## src/rtl/uart_rx_oversampled.sv

```systemverilog
// rtl/uart_rx_oversampled.sv - 16x oversampled UART receiver with optional parity
// Start bit is qualified at mid-bit; data, parity and stop are sampled 16 ticks apart from there.
module uart_rx_oversampled #(
  parameter int DBIT       = 8,
  parameter int SB_TICK    = 16,
  parameter int PARITY_EN  = 0,
  parameter int PARITY_ODD = 0
) (
  input  logic            clk,
  input  logic            reset_n,
  input  logic            rx,
  input  logic            s_tick,
  output logic [DBIT-1:0] rx_dout,
  output logic            rx_done_tick,
  output logic            parity_err,
  output logic            frame_err
);

  typedef enum logic [2:0] {IDLE, START, DATA, PARITY, STOP} state_t;

  localparam logic [3:0] MID_TICK  = 4'd7;
  localparam logic [3:0] BIT_LAST  = 4'd15;
  localparam logic [3:0] STOP_LAST = 4'(SB_TICK - 1);
  localparam logic [2:0] N_LAST    = 3'(DBIT - 1);
  localparam logic       PAR_EN    = (PARITY_EN != 0);
  localparam logic       PAR_ODD   = (PARITY_ODD != 0);

  state_t          state, state_next;
  logic [3:0]      s_cnt, s_cnt_next;
  logic [2:0]      n, n_next;
  logic [DBIT-1:0] sreg, sreg_next;
  logic            p, p_next;
  logic [DBIT-1:0] dout_next;
  logic            done_next, perr_next, ferr_next;
  logic            rx_meta, rx_s;

  // rx is asynchronous to clk; both flops idle high so reset never looks like a start bit
  always_ff @(posedge clk or negedge reset_n) begin
    if (!reset_n) begin
      rx_meta <= 1'b1;
      rx_s    <= 1'b1;
    end else begin
      rx_meta <= rx;
      rx_s    <= rx_meta;
    end
  end

  always_ff @(posedge clk or negedge reset_n) begin
    if (!reset_n) begin
      state        <= IDLE;
      s_cnt        <= '0;
      n            <= '0;
      sreg         <= '0;
      p            <= 1'b0;
      rx_dout      <= '0;
      rx_done_tick <= 1'b0;
      parity_err   <= 1'b0;
      frame_err    <= 1'b0;
    end else begin
      state        <= state_next;
      s_cnt        <= s_cnt_next;
      n            <= n_next;
      sreg         <= sreg_next;
      p            <= p_next;
      rx_dout      <= dout_next;
      rx_done_tick <= done_next;
      parity_err   <= perr_next;
      frame_err    <= ferr_next;
    end
  end

  always_comb begin
    state_next = state;
    s_cnt_next = s_cnt;
    n_next     = n;
    sreg_next  = sreg;
    p_next     = p;
    dout_next  = rx_dout;
    perr_next  = parity_err;
    ferr_next  = frame_err;
    done_next  = 1'b0;

    case (state)
      IDLE: begin
        // start tracking immediately, ticks in IDLE carry no timing information
        if (!rx_s) begin
          state_next = START;
          s_cnt_next = '0;
        end
      end

      START: begin
        if (s_tick) begin
          if (s_cnt == MID_TICK) begin
            if (!rx_s) begin
              state_next = DATA;
              s_cnt_next = '0;
              n_next     = '0;
            end else begin
              state_next = IDLE;
            end
          end else begin
            s_cnt_next = s_cnt + 4'd1;
          end
        end
      end

      DATA: begin
        if (s_tick) begin
          if (s_cnt == BIT_LAST) begin
            s_cnt_next = '0;
            sreg_next  = {rx_s, sreg[DBIT-1:1]};
            if (n == N_LAST) begin
              state_next = PAR_EN ? PARITY : STOP;
            end else begin
              n_next = n + 3'd1;
            end
          end else begin
            s_cnt_next = s_cnt + 4'd1;
          end
        end
      end

      PARITY: begin
        if (s_tick) begin
          if (s_cnt == BIT_LAST) begin
            s_cnt_next = '0;
            p_next     = rx_s;
            state_next = STOP;
          end else begin
            s_cnt_next = s_cnt + 4'd1;
          end
        end
      end

      STOP: begin
        if (s_tick) begin
          if (s_cnt == STOP_LAST) begin
            dout_next  = sreg;
            ferr_next  = ~rx_s;
            perr_next  = PAR_EN & ((^sreg ^ p) != PAR_ODD);
            done_next  = 1'b1;
            state_next = IDLE;
          end else begin
            s_cnt_next = s_cnt + 4'd1;
          end
        end
      end

      default: state_next = IDLE;
    endcase
  end

endmodule
```

## config.mk

```make
export PLATFORM = sky130hd
export DESIGN_NAME = uart_rx_oversampled
export DESIGN_NICKNAME = d
export VERILOG_FILES = /design/src/rtl/uart_rx_oversampled.sv
export SDC_FILE = /design/constraint.sdc
export NUM_CORES = 1
export LEC_CHECK = 0
export CORE_MARGIN = 1.5
export CORE_UTILIZATION = 60
export CTS_CLUSTER_SIZE = 30
export DETAILED_ROUTE_END_ITERATION = 10
export PLACE_DENSITY = 0.83
export SLEW_MARGIN = 30
export SYNTH_ARGS = -nofsm -noshare
export SYNTH_HDL_FRONTEND = slang
export SYNTH_SLANG_ARGS = --single-unit
```

## constraint.sdc

```tcl
create_clock -name clk -period 2.6 [get_ports clk]
set_input_delay 0.26 -clock clk [delete_from_list [all_inputs] [get_ports clk]]
set_output_delay 0.26 -clock clk [all_outputs]
set_load 0.05 [all_outputs]
```

==> results.yml <==
status:
  status: "complete, no violations"
finish:
  stdcell_area_mm2: 0.00171
  final_layout_size_suffix_gt1_share_pct: 23.4
  antennaDiodeCount: 0
  fin_nets: 151
  syn_to_final_growth_pct: 12.3
  nFillCells: 190
synthesis:
  yosysTopAreaCell: "dfrtp_1"
  async_flop_share_pct: 100
  synth.ff_latch_count: 30
  syn_nets: 138
  synth_top_area_share_pct: 46.1
  syn_inst: 131
  seq_area_frac_synth_pct: 49.5
  syn-cell-area_mm2: 0.00152
  yosysMostFrequentCell: "dfrtp_1"
  ys_types: 41
  synth_flop_cell: "dfrtp_1"
  synth_area_leaders: "dfrtp_1, mux2_2, mux2_4"
  synth_warnings: 0
  syn_avg_cell_area_um2: 11.6
  synth_top_cells_by_count: "dfrtp_1, mux2_2, nand2_1"
  synth-edff-count: 0
timing:
  slew_headroom_pct: 60.0
  finalMaxSlewViolations: 0
  fin_tns_setup_ps: 0
  clock-skew-final_ps: 4.45
  finalCritPeriodShare_pct: 76.3
  worst_pin_slew_ps: 600
  grt_setup_unrepaired: "false"
  layout_min_cycle_time_ps: 1980
  finalSetupViolations: 0
  hold_viol: 0
  timing.fmax_mhz: 504
worst_setup_path:
  cp.required_ps: 2800
  cp-start-kind: "register"
  path_cells: "nor3b_2, a221oi_1, nor3b_1, o22ai_1"
  critPathMaxFanout: 19
  crit_type: "register to register"
  r2r-end: "s_cnt[0]$_DFFE_PN0P_"
  reg2reg_setup_slack_ps: 620
  critPathMaxStageDelay_ps: 610
  worstPathArrival_ps: 2180
  critPathSlowestCell: "dfrtp_1"
  r2r_start: "state[0]$_DFFE_PN0P_"
  crit_path_end_kind: "register"
  rr_worst_depth: 4
die:
  dieArea_mm2: 0.00284
  pin_count: 15
  fp.dieW_um: 53.3
  initial_core_util_pct: 62.5
  fp.coreArea_mm2: 0.00243
  rows: 18
  dieHeight_um: 53.3
global_routing:
  grt_pass1_vias: 1040
  grt-ovfl-total: 0
  grt_max_degree: 31
  grt_first_pass_wirelength_mm: 4.57
  grtUsageTotal_pct: 23.0
  antenna_found_initial: 0
min_path:
  hold_path_class: "input pin to asynchronous set/reset pin"
pwr:
  pwr-share-seq_pct: 52.1
  power.internal_mw: 0.779
  netSwitchingFraction_pct: 35.4
  power_switching_mw: 0.427
  leakagePower_nw: 0.816
  clockPowerShare_pct: 24.4
  combPwrFrac_pct: 23.5
  power.density_mw_per_mm2: 707
  ir_drop_mv: 0.426
clock_tree:
  root_buffer: "clkbuf_4"
  worstSkewPairLatency_ps: 330
  cts_resized: 0
  clk_pin_slew_ps: 100
  clock_sinks: 30
  cts_hold_buf: 0
  cts.htree.levels: 2
  numCtsBuffers: 5
  cts_buffer_depth: 2
  cts_tree: "built"
  postCtsSetupBuffers: 0
route:
  num_vias: 1072
  routed_wl_mm: 2.83
  dr.pass1.iters: 4
  routed_via_density: 6.13
  drc: 0
  drt_iter0_drc: 18
  ant_nets: 0
  wl_per_cell_um: 16.1
placement:
  gp_congestion: 0.804
  postPlaceCellArea_mm2: 0.00164
  port_buffers: 13
  dpl.hpwl_mm: 2.01
flow_run:
  drv_cap: 0
## cells in the final DEF (no fill, tap or decap), types with 2 or more instances in the layout
master            n
a21oi_1           3
ha_1              3
a31oi_1           2
clkbuf_4          5
nor3b_1           2
nand3_1           3
inv_1             7
mux2_2           10
o221ai_1          2
dfstp_2           2
nor2b_1           5
buf_4             2
dfrtp_1          28
mux2_4            7
nor3_1            2
nand2_1           9
a32o_1            2
mux2i_1           3
nor2_1            6
a221oi_1          2
o21ai_0           4
clkdlybuf4s50_1  13
o22ai_1           3
## layout make-up
type	instances	area (um^2)	area share, %
clock inverter	2	12.5	0.733
clock buffer	6	51.3	3.01
sequential	30	753	44.1
tap	30	37.5	2.20
multi-input combinational	85	681	39.9
timing repair buffer	15	145	8.50
inverter	7	26.3	1.54
## critical path, delay by kind of cell (launching register included)
family / cells / cell delay, ps
AND/OR/NAND/NOR: 2 / 900
AO/OA/AOI/OAI: 2 / 340
flip-flops: 1 / 610
## per-layer routing
layer | routed length (um) | vias up | GRT usage (%)
li1 | - | 496 | -
met1 | 1240 | 550 | 27.5
met2 | 1450 | 21 | 38.1
met3 | 100 | 5 | 5.93
met4 | 40 | 0 | 10.7
met5 | 0 | - | 0
## per-stage QoR
stage	std cells	setup slack, ps	hold WS, ps	power, mW	utilization (%)
6_report	175	615	307	1.21	70.2
5_1_grt	175	480	326	1.29	70.2
4_1_cts	175	673	319	1.21	70.2
3_5_place_dp	167	432	348	0.918	67.5
3_3_place_gp	167	485	346	0.885	67.5
2_1_floorplan	131	849	-35.6	0.865	-
## state kept, by name, summed over array words and instances (netlist names)
| signal | cells |
|---|---|
| frame_err | 1 |
| s_cnt | 4 |
| sreg | 8 |
| state | 3 |
| n | 3 |
| rx_meta | 1 |
| rx_s | 1 |
| rx_done_tick | 1 |
| rx_dout | 8 |
## cells by family (layout without fill, tap and decap cells)
group,count (synthesis),in the layout,synth area share [%]
compound gates,23,23,10.5
mux,20,20,16.3
buf+inv,16,30,5.68
simple gates,36,36,14.1
fa+ha+maj,3,3,2.47
other cells,1,1,0.247
flops,30,30,49.5
xor+xnor,2,2,1.15
## worst max path at each step
stage,to,cells past startpoint,from,slack (ps)
2_1_floorplan,rx_dout[0]$_DFFE_PN0P_,5,s_cnt[0]$_DFFE_PN0P_,850
3_3_place_gp,rx_dout[4]$_DFFE_PN0P_,4,s_tick,480
3_5_place_dp,rx_dout[0]$_DFFE_PN0P_,4,s_tick,430
4_1_cts,s_cnt[0]$_DFFE_PN0P_,4,state[0]$_DFFE_PN0P_,670
5_1_grt,s_cnt[2]$_DFFE_PN0P_,4,state[0]$_DFFE_PN0P_,480
6_report,s_cnt[0]$_DFFE_PN0P_,4,state[0]$_DFFE_PN0P_,620
## power by group through the flow
| stage | sequential [mW] | clock, mW | combinational [mW] |
|---|---|---|---|
| global route | 0.643 | 0.325 | 0.317 |
| floorplan | 0.553 | 0 | 0.312 |
| global placement | 0.626 | 0 | 0.259 |
| finish | 0.628 | 0.295 | 0.283 |
| detailed placement | 0.635 | 0 | 0.283 |
| CTS | 0.625 | 0.304 | 0.284 |
No activity file was read; power rests on OpenSTA's default activity.
